$ cat config.mk
export PLATFORM = sky130hd
export DESIGN_NAME = mem_arbiter
export DESIGN_NICKNAME = d
export VERILOG_FILES = /design/src/rtl/mem_arbiter.sv
export SDC_FILE = /design/constraint.sdc
export NUM_CORES = 1
export LEC_CHECK = 0
export CORE_ASPECT_RATIO = 0.9
export CORE_UTILIZATION = 39
export CTS_BUF_LIST = sky130_fd_sc_hd__clkbuf_8 sky130_fd_sc_hd__clkbuf_16
export DETAILED_ROUTE_END_ITERATION = 10
export PLACE_DENSITY = 0.79
export SLEW_MARGIN = 30
export SYNTH_ARGS = -nofsm -noshare
export SYNTH_HDL_FRONTEND = slang
export SYNTH_SLANG_ARGS = --single-unit
$ cat constraint.sdc
create_clock -name clk -period 1.7 [get_ports clk]
set_input_delay 0.51 -clock clk [delete_from_list [all_inputs] [get_ports clk]]
set_output_delay 0.51 -clock clk [all_outputs]
set_load 0.05 [all_outputs]
$ cat src/rtl/mem_arbiter.sv
// ============================================================================
// mem_arbiter : serialises fetch/data requests onto one stallmem-style memory
// Build option : ARB_RR_EN (round-robin tie-break instead of fixed D-over-I)
// Revision     : 1.0
// ============================================================================
`default_nettype none

module mem_arbiter #(
    parameter int TIMEOUT = 64,
    parameter int CW      = 7
) (
    input  logic        clk,
    input  logic        rst,
    input  logic        i_req,
    input  logic [15:0] i_addr,
    output logic        i_stall,
    output logic        i_done,
    output logic [15:0] i_rdata,
    input  logic        d_req,
    input  logic        d_wr,
    input  logic [15:0] d_addr,
    input  logic [15:0] d_wdata,
    output logic        d_stall,
    output logic        d_done,
    output logic [15:0] d_rdata,
    output logic [15:0] mem_addr,
    output logic [15:0] mem_wdata,
    output logic        mem_rd,
    output logic        mem_wr,
    input  logic [15:0] mem_rdata,
    input  logic        mem_done,
    input  logic        mem_stall,
    output logic        err
);

    typedef enum logic [1:0] {
        S_IDLE  = 2'd0,
        S_ISSUE = 2'd1,
        S_WAIT  = 2'd2,
        S_RESP  = 2'd3
    } state_t;

    localparam logic [CW-1:0] c_CNT_LAST = CW'(TIMEOUT - 1);

    state_t        state_q, state_d;
    logic          owner_q, owner_d;      // 1 = data port, 0 = instruction port
    logic          wr_q, wr_d;
    logic [15:0]   addr_q, addr_d;
    logic [15:0]   wdata_q, wdata_d;
    logic [CW-1:0] cnt_q, cnt_d;
    logic [15:0]   i_rdata_q, i_rdata_d;
    logic [15:0]   d_rdata_q, d_rdata_d;
    logic          err_q, err_d;
    logic          w_gnt_dport;
    logic          w_gnt_iport;

`ifdef ARB_RR_EN
    logic last_q;                         // 1 = data port was granted last

    // On a tie, favour whichever port did not win the previous grant.
    assign w_gnt_dport = d_req & (~i_req | ~last_q);
    assign w_gnt_iport = i_req & ~w_gnt_dport;

    always_ff @(posedge clk) begin
        if (!rst) begin
            last_q <= 1'b0;
        end else if (state_q == S_IDLE && (w_gnt_dport || w_gnt_iport)) begin
            last_q <= w_gnt_dport;
        end
    end
`else
    assign w_gnt_dport = d_req;
    assign w_gnt_iport = i_req & ~d_req;
`endif

    always_comb begin
        state_d   = state_q;
        owner_d   = owner_q;
        wr_d      = wr_q;
        addr_d    = addr_q;
        wdata_d   = wdata_q;
        cnt_d     = cnt_q;
        i_rdata_d = i_rdata_q;
        d_rdata_d = d_rdata_q;
        err_d     = err_q;
        case (state_q)
            S_IDLE: begin
                if (w_gnt_dport) begin
                    owner_d = 1'b1;
                    wr_d    = d_wr;
                    addr_d  = d_addr;
                    wdata_d = d_wdata;
                    state_d = S_ISSUE;
                end else if (w_gnt_iport) begin
                    owner_d = 1'b0;
                    wr_d    = 1'b0;
                    addr_d  = i_addr;
                    wdata_d = 16'h0000;
                    state_d = S_ISSUE;
                end
            end
            S_ISSUE: begin
                if (!mem_stall) begin
                    cnt_d   = '0;
                    state_d = S_WAIT;
                end
            end
            S_WAIT: begin
                if (mem_done) begin
                    if (!owner_q) begin
                        i_rdata_d = mem_rdata;
                    end else if (!wr_q) begin
                        d_rdata_d = mem_rdata;
                    end
                    state_d = S_RESP;
                end else if (cnt_q == c_CNT_LAST) begin
                    // Watchdog abort: complete the requester with zero data.
                    err_d = 1'b1;
                    if (owner_q) begin
                        d_rdata_d = 16'h0000;
                    end else begin
                        i_rdata_d = 16'h0000;
                    end
                    state_d = S_RESP;
                end else begin
                    cnt_d = cnt_q + CW'(1);
                end
            end
            S_RESP: begin
                state_d = S_IDLE;
            end
            default: begin
                state_d = S_IDLE;
            end
        endcase
    end

    always_ff @(posedge clk) begin
        if (!rst) begin
            state_q   <= S_IDLE;
            owner_q   <= 1'b0;
            wr_q      <= 1'b0;
            addr_q    <= 16'h0000;
            wdata_q   <= 16'h0000;
            cnt_q     <= '0;
            i_rdata_q <= 16'h0000;
            d_rdata_q <= 16'h0000;
            err_q     <= 1'b0;
        end else begin
            state_q   <= state_d;
            owner_q   <= owner_d;
            wr_q      <= wr_d;
            addr_q    <= addr_d;
            wdata_q   <= wdata_d;
            cnt_q     <= cnt_d;
            i_rdata_q <= i_rdata_d;
            d_rdata_q <= d_rdata_d;
            err_q     <= err_d;
        end
    end

    assign mem_addr  = (state_q == S_ISSUE) ? addr_q  : 16'h0000;
    assign mem_wdata = (state_q == S_ISSUE) ? wdata_q : 16'h0000;
    assign mem_rd    = (state_q == S_ISSUE) & ~wr_q;
    assign mem_wr    = (state_q == S_ISSUE) &  wr_q;

    assign i_done  = (state_q == S_RESP) & ~owner_q;
    assign d_done  = (state_q == S_RESP) &  owner_q;
    assign i_stall = i_req & ~i_done;
    assign d_stall = d_req & ~d_done;
    assign i_rdata = i_rdata_q;
    assign d_rdata = d_rdata_q;
    assign err     = err_q;

endmodule

`default_nettype wire

# Word-level counts from Yosys, hierarchy flattened
# Cells that the tools add are included.
# word_totals
reg_bits	76
output_inout_bits	71
inputBits	71
elab_cells	71
# classes
bitwise_logic	13
reduce_logical	10
eq_ne	10
addsub	1
mux	28
# op_table
cell	count
16-bit two-way mux	15
7-bit two-way mux	3
7-bit one-hot mux with 2 select lines	1
2-bit two-way mux	5
3-bit AND reduction	3
2-bit != test (second input constant)	4
2-bit one-hot mux with 4 select lines	1
4-bit AND reduction	2
7-bit by 1-bit adder with 7-bit output (second input constant)	1
1-bit AND	7
7-bit by 6-bit equality test with 1-bit output (second input constant)	1
3-bit != test (second input constant)	2
1-bit inverter	6
2-bit nonzero test	3
2-bit equality test (second input constant)	2
1-bit two-way mux	3
2-bit by 1-bit equality test with 1-bit output (second input constant)	1
2-bit logical NOT	1
2-bit AND reduction	1

# Logic depth before layout (Yosys ltp)
# logic_depth
ltp_word	5
depth_mapped	8
depth_no_buf	6

# Worst setup path before layout
# Ideal clock, no wire load.
# synth_path
kind	flip-flop to output port
from	register state_q[0]
to	output port i_stall
path_buffers	0
setup_slack_ns	-0.515
required_time_ns	1.190
arrival_ns	1.705
stages_incl_launch_ff	4
cell_sequence	dfxtp_1 ha_1 nor2b_1 nor2b_1
# synth_between
elab_chain_len	4
# synth_rtl
element	line	source
start, declared	45	state_t state_q, state_d;
start signal, assigned	150	state_q <= state_d;
2-bit equality test	167	assign i_done = (state_q == S_RESP) & ~owner_q;
1-bit AND	167	
named net i_done	17	output logic i_done,
1-bit inverter	169	assign i_stall = i_req & ~i_done;
1-bit AND	169	
end, declared	16	output logic i_stall,
# The timed path passes the listed nets, and every way through them passes these cells.

# Final worst setup path
# layout_path
from	register state_q[1]
to	output port d_stall
# layout_between
elab_chain_len	4
# layout_rtl
element	line	source
2-bit equality test	168	assign d_done = (state_q == S_RESP) & owner_q;
1-bit AND	168	
1-bit inverter	170	assign d_stall = d_req & ~d_done;
1-bit AND	170	
end, declared	23	output logic d_stall,
# No other way between the ends.

==> results.toml <==
[clocking]
cts_buffers = 9
postCtsHoldBufs = 0
h-tree-depth = 3
cts-root-buf = "clkbuf_8"
clock-sinks = 76
clkLatencyLatePin_ns = 0.35
cts_tree = "yes"
path_clk_slew_ns = 0.09
cts_buffer_depth = 2

[worst_setup_path]
slowest_stage = "dfxtp_2"
cp-end-kind = "output pin"
cp.depth = 5
timing.rr.end = "i_rdata[0]$_SDFFE_PN0P_"
worst_setup_path_start_kind = "register"
path_class = "reg2out"
cpPeakStageDelay_ns = 0.35
cp.arrival_ns = 1.47
crit_fanout = 3
cp_cell_sequence = "buf_4, ha_4, and2_4, nor2b_4, buf_12"
r2r_setup_slack_ns = -0.06
cp.buffers_inverters = 2
rr_worst_depth = 7
regToRegStartpoint = "cnt_q[1]$_SDFFE_PN0P_"
crit_required_ns = 1.19
cp_top_family = "flip-flops"

[route]
via_count = 3647
post-route-drc-count = 0
wl_per_cell_um = 15.98
ant_nets = 0
wirelength_um = 11380
first_pass_iters = 4
post_drt_via_cell_ratio = 5.122
drt_iter0_drc = 139

[final_layout]
drive_gt1_share_pct = 35.41
multi_input_area_um2 = 2058
antenna_cells = 0
areaGrowthSynthToFinish_pct = 85.94
register_area_um2 = 1530
fin_cells = 712
final_nets = 665
fill_cells = 562

[sta]
fin_crit_ns = 1.979
slew_violations = 0
hold_viol = 0
relSlewSlack_pct = 70.49
finClkSkew_ns = 0.01366
max_freq_ghz = 0.5053
setup_ws_ns = -0.2791
max_slew.worst_pin.slew_ns = 0.4410
finalSetupViolations = 59
grt_setup_unrepaired = "yes"
period_share_pct = 116.4

[synth]
synthTopCellsByArea = "dfxtp_1 (43%), mux2i_1 (9.6%), nand2_1 (8.4%), and2_1 (6.2%), nand3_1 (4.7%)"
yosysMostFrequentCell = "nand2_1"
synth_edf_count = 0
yosys.area.top_type = "dfxtp_1"
ys_ff_latch = 76
synth-seq-area-share_pct = 42.95
syn-cell-area_um2 = 3542
synth-async-reset-ratio_pct = 0
mappedNetlistNets = 495
synth_common_cells = "nand2_1 (79), dfxtp_1 (76), and2_1 (35), mux2i_1 (34), nand3_1 (33)"
synth.distinct_cells = 41
ys_warn_count = 0
synth_area_per_cell_um2 = 8.474
synth_top_area_share_pct = 42.95
synthCells = 418
synthFlopType = "dfxtp_1"

[place]
placed_cells = 684
hpwl_um = 7798
gp_congestion = 0.7970
place.port_buffers = 141

[global_route]
grt_first_pass_wirelength_um = 16750
grt_antenna_before_repair = 0
grt_pass1_vias = 3563
grt_max_degree = 33
track_usage_pct = 22.59
grt_overflow = 0

[power]
p_seq_share_pct = 29.2
finalPower_w = 0.007649
clockPowerShare_pct = 18.1
switching_share_pct = 38.15
combPwrFrac_pct = 52.7
ir_drop_uv = 780.2
power_density_nw_per_um2 = 1161
leakage_nw = 2.560
p_int_w = 0.004731
p_sw_w = 0.002918

[hold_path]
worstHoldPathType = "reg2reg"
min_to = "wdata_q[1]$_SDFFE_PN0P_"
hold_start = "wdata_q[1]$_SDFFE_PN0P_"
holdPathStages = 2

[floorplanning]
dieArea_um2 = 9468
start_util_pct = 40.77
io_pins = 142
fp.dieH_um = 92.41
core_um2 = 8688
num_rows = 32
fp.dieW_um = 102.5

[status]
failed_checks = "setup timing"
status = "finished, violations left"

[flow_run]
max-cap-violations = 0
through the flow:
stage / setup TNS [ns] / hold slack [ns] / setup slack [ns] / util, % / instance area, um2
final: -9.685 / 0.4513 / -0.2791 / 75.81 / 6586
after global routing: -12.58 / 0.4851 / -0.3182 / 75.81 / 6586
after CTS: -8.737 / 0.4545 / -0.2718 / 72.83 / 6327
after detailed placement: -16.92 / 0.4413 / -0.5293 / 69.17 / 6010
after global placement: -13.03 / 0.4313 / -0.4011 / 69.17 / 6010
after floorplan: -1.435 / 0.4155 / -0.07450 / - / 3603
layout make-up:
cell class,count,area share [%]
timing repair buffer,192,40.10
multi-input combinational,305,31.25
sequential,76,23.23
tap,119,2.261
clock buffer,9,1.881
clock inverter,7,1.045
inverter,4,0.2280
worst register-to-register path, delay by kind of cell (launching register included):
family | cells | cell delay, ns
AO/OA/AOI/OAI | 1 | 0.06
adder cells (fa/ha/maj) | 1 | 0.14
AND/OR/NAND/NOR | 2 | 0.59
multiplexers | 1 | 0.21
buffers and inverters | 2 | 0.31
flip-flops | 1 | 0.37
routing by layer:
metal,wire (um),GRT usage [%],share of wire [%]
met3,704,5.283,6.2
met2,5765,38.33,51
met1,4641,26.44,41
met4,268,10.95,2.4
met5,0,0,0
how the worst max path moves through the flow:
stage	slack [ns]	startpoint	to
after global routing	-0.32	state_q[1]$_SDFFE_PN0P_	mem_addr[4]
after floorplan	-0.07	state_q[0]$_SDFFE_PN0P_	i_stall
final	-0.28	state_q[1]$_SDFFE_PN0P_	d_stall
after global placement	-0.40	mem_done	d_rdata[2]$_SDFFE_PN0P_
after CTS	-0.27	state_q[1]$_SDFFE_PN0P_	mem_addr[2]
after detailed placement	-0.53	mem_done	d_rdata[6]$_SDFFE_PN0P_
state kept, by name (all words and copies together), names as in the netlist:
register  flops
addr_q       16
cnt_q         7
d_rdata      16
err           1
i_rdata      16
owner_q       1
state_q       2
wdata_q      16
wr_q          1
logic make-up after synthesis:
| logic type | share of synthesized area, % |
|---|---|
| flip-flops | 42.95 |
| multiplexers | 9.608 |
| AND/OR/NAND/NOR | 26.07 |
| adder cells (fa/ha/maj) | 2.119 |
| AO/OA/AOI/OAI | 13.42 |
| buffers and inverters | 5.828 |
layout by cell type (no fill, tap or decap), types with 3 or more instances in the layout:
cell type / instances
nor2_1: 20
clkbuf_8: 9
and2_1: 3
ha_4: 4
mux2i_1: 33
inv_1: 4
a211oi_2: 10
clkdlybuf4s50_1: 69
o21ai_0: 20
dfxtp_1: 71
a211oi_1: 7
nor2b_4: 4
dfxtp_2: 4
nand3_1: 33
nand2_1: 79
clkbuf_16: 3
buf_12: 76
a31oi_1: 3
nor2b_1: 3
and2_2: 15
buf_4: 36
buf_6: 7
a21oi_1: 21
o21ai_1: 3
and2_4: 18
what timing repair did:
item	4_1_cts	5_1_grt
gates cloned	0	3
pin swaps	4	18
resized for setup	33	34
buffers inserted	3	6
endpoints found under the setup margin	57	78
power by group through the flow:
| stage | combinational (W) | clock [W] | sequential (W) |
|---|---|---|---|
| final | 0.00403 | 0.00139 | 0.00223 |
| after global routing | 0.00426 | 0.00148 | 0.00226 |
| after CTS | 0.00346 | 0.00140 | 0.00222 |
| after detailed placement | 0.00327 | 0 | 0.00224 |
| after global placement | 0.00319 | 0 | 0.00222 |
| after floorplan | 0.00174 | 0 | 0.00227 |
Note: power is estimated with default switching activity, not from simulation.
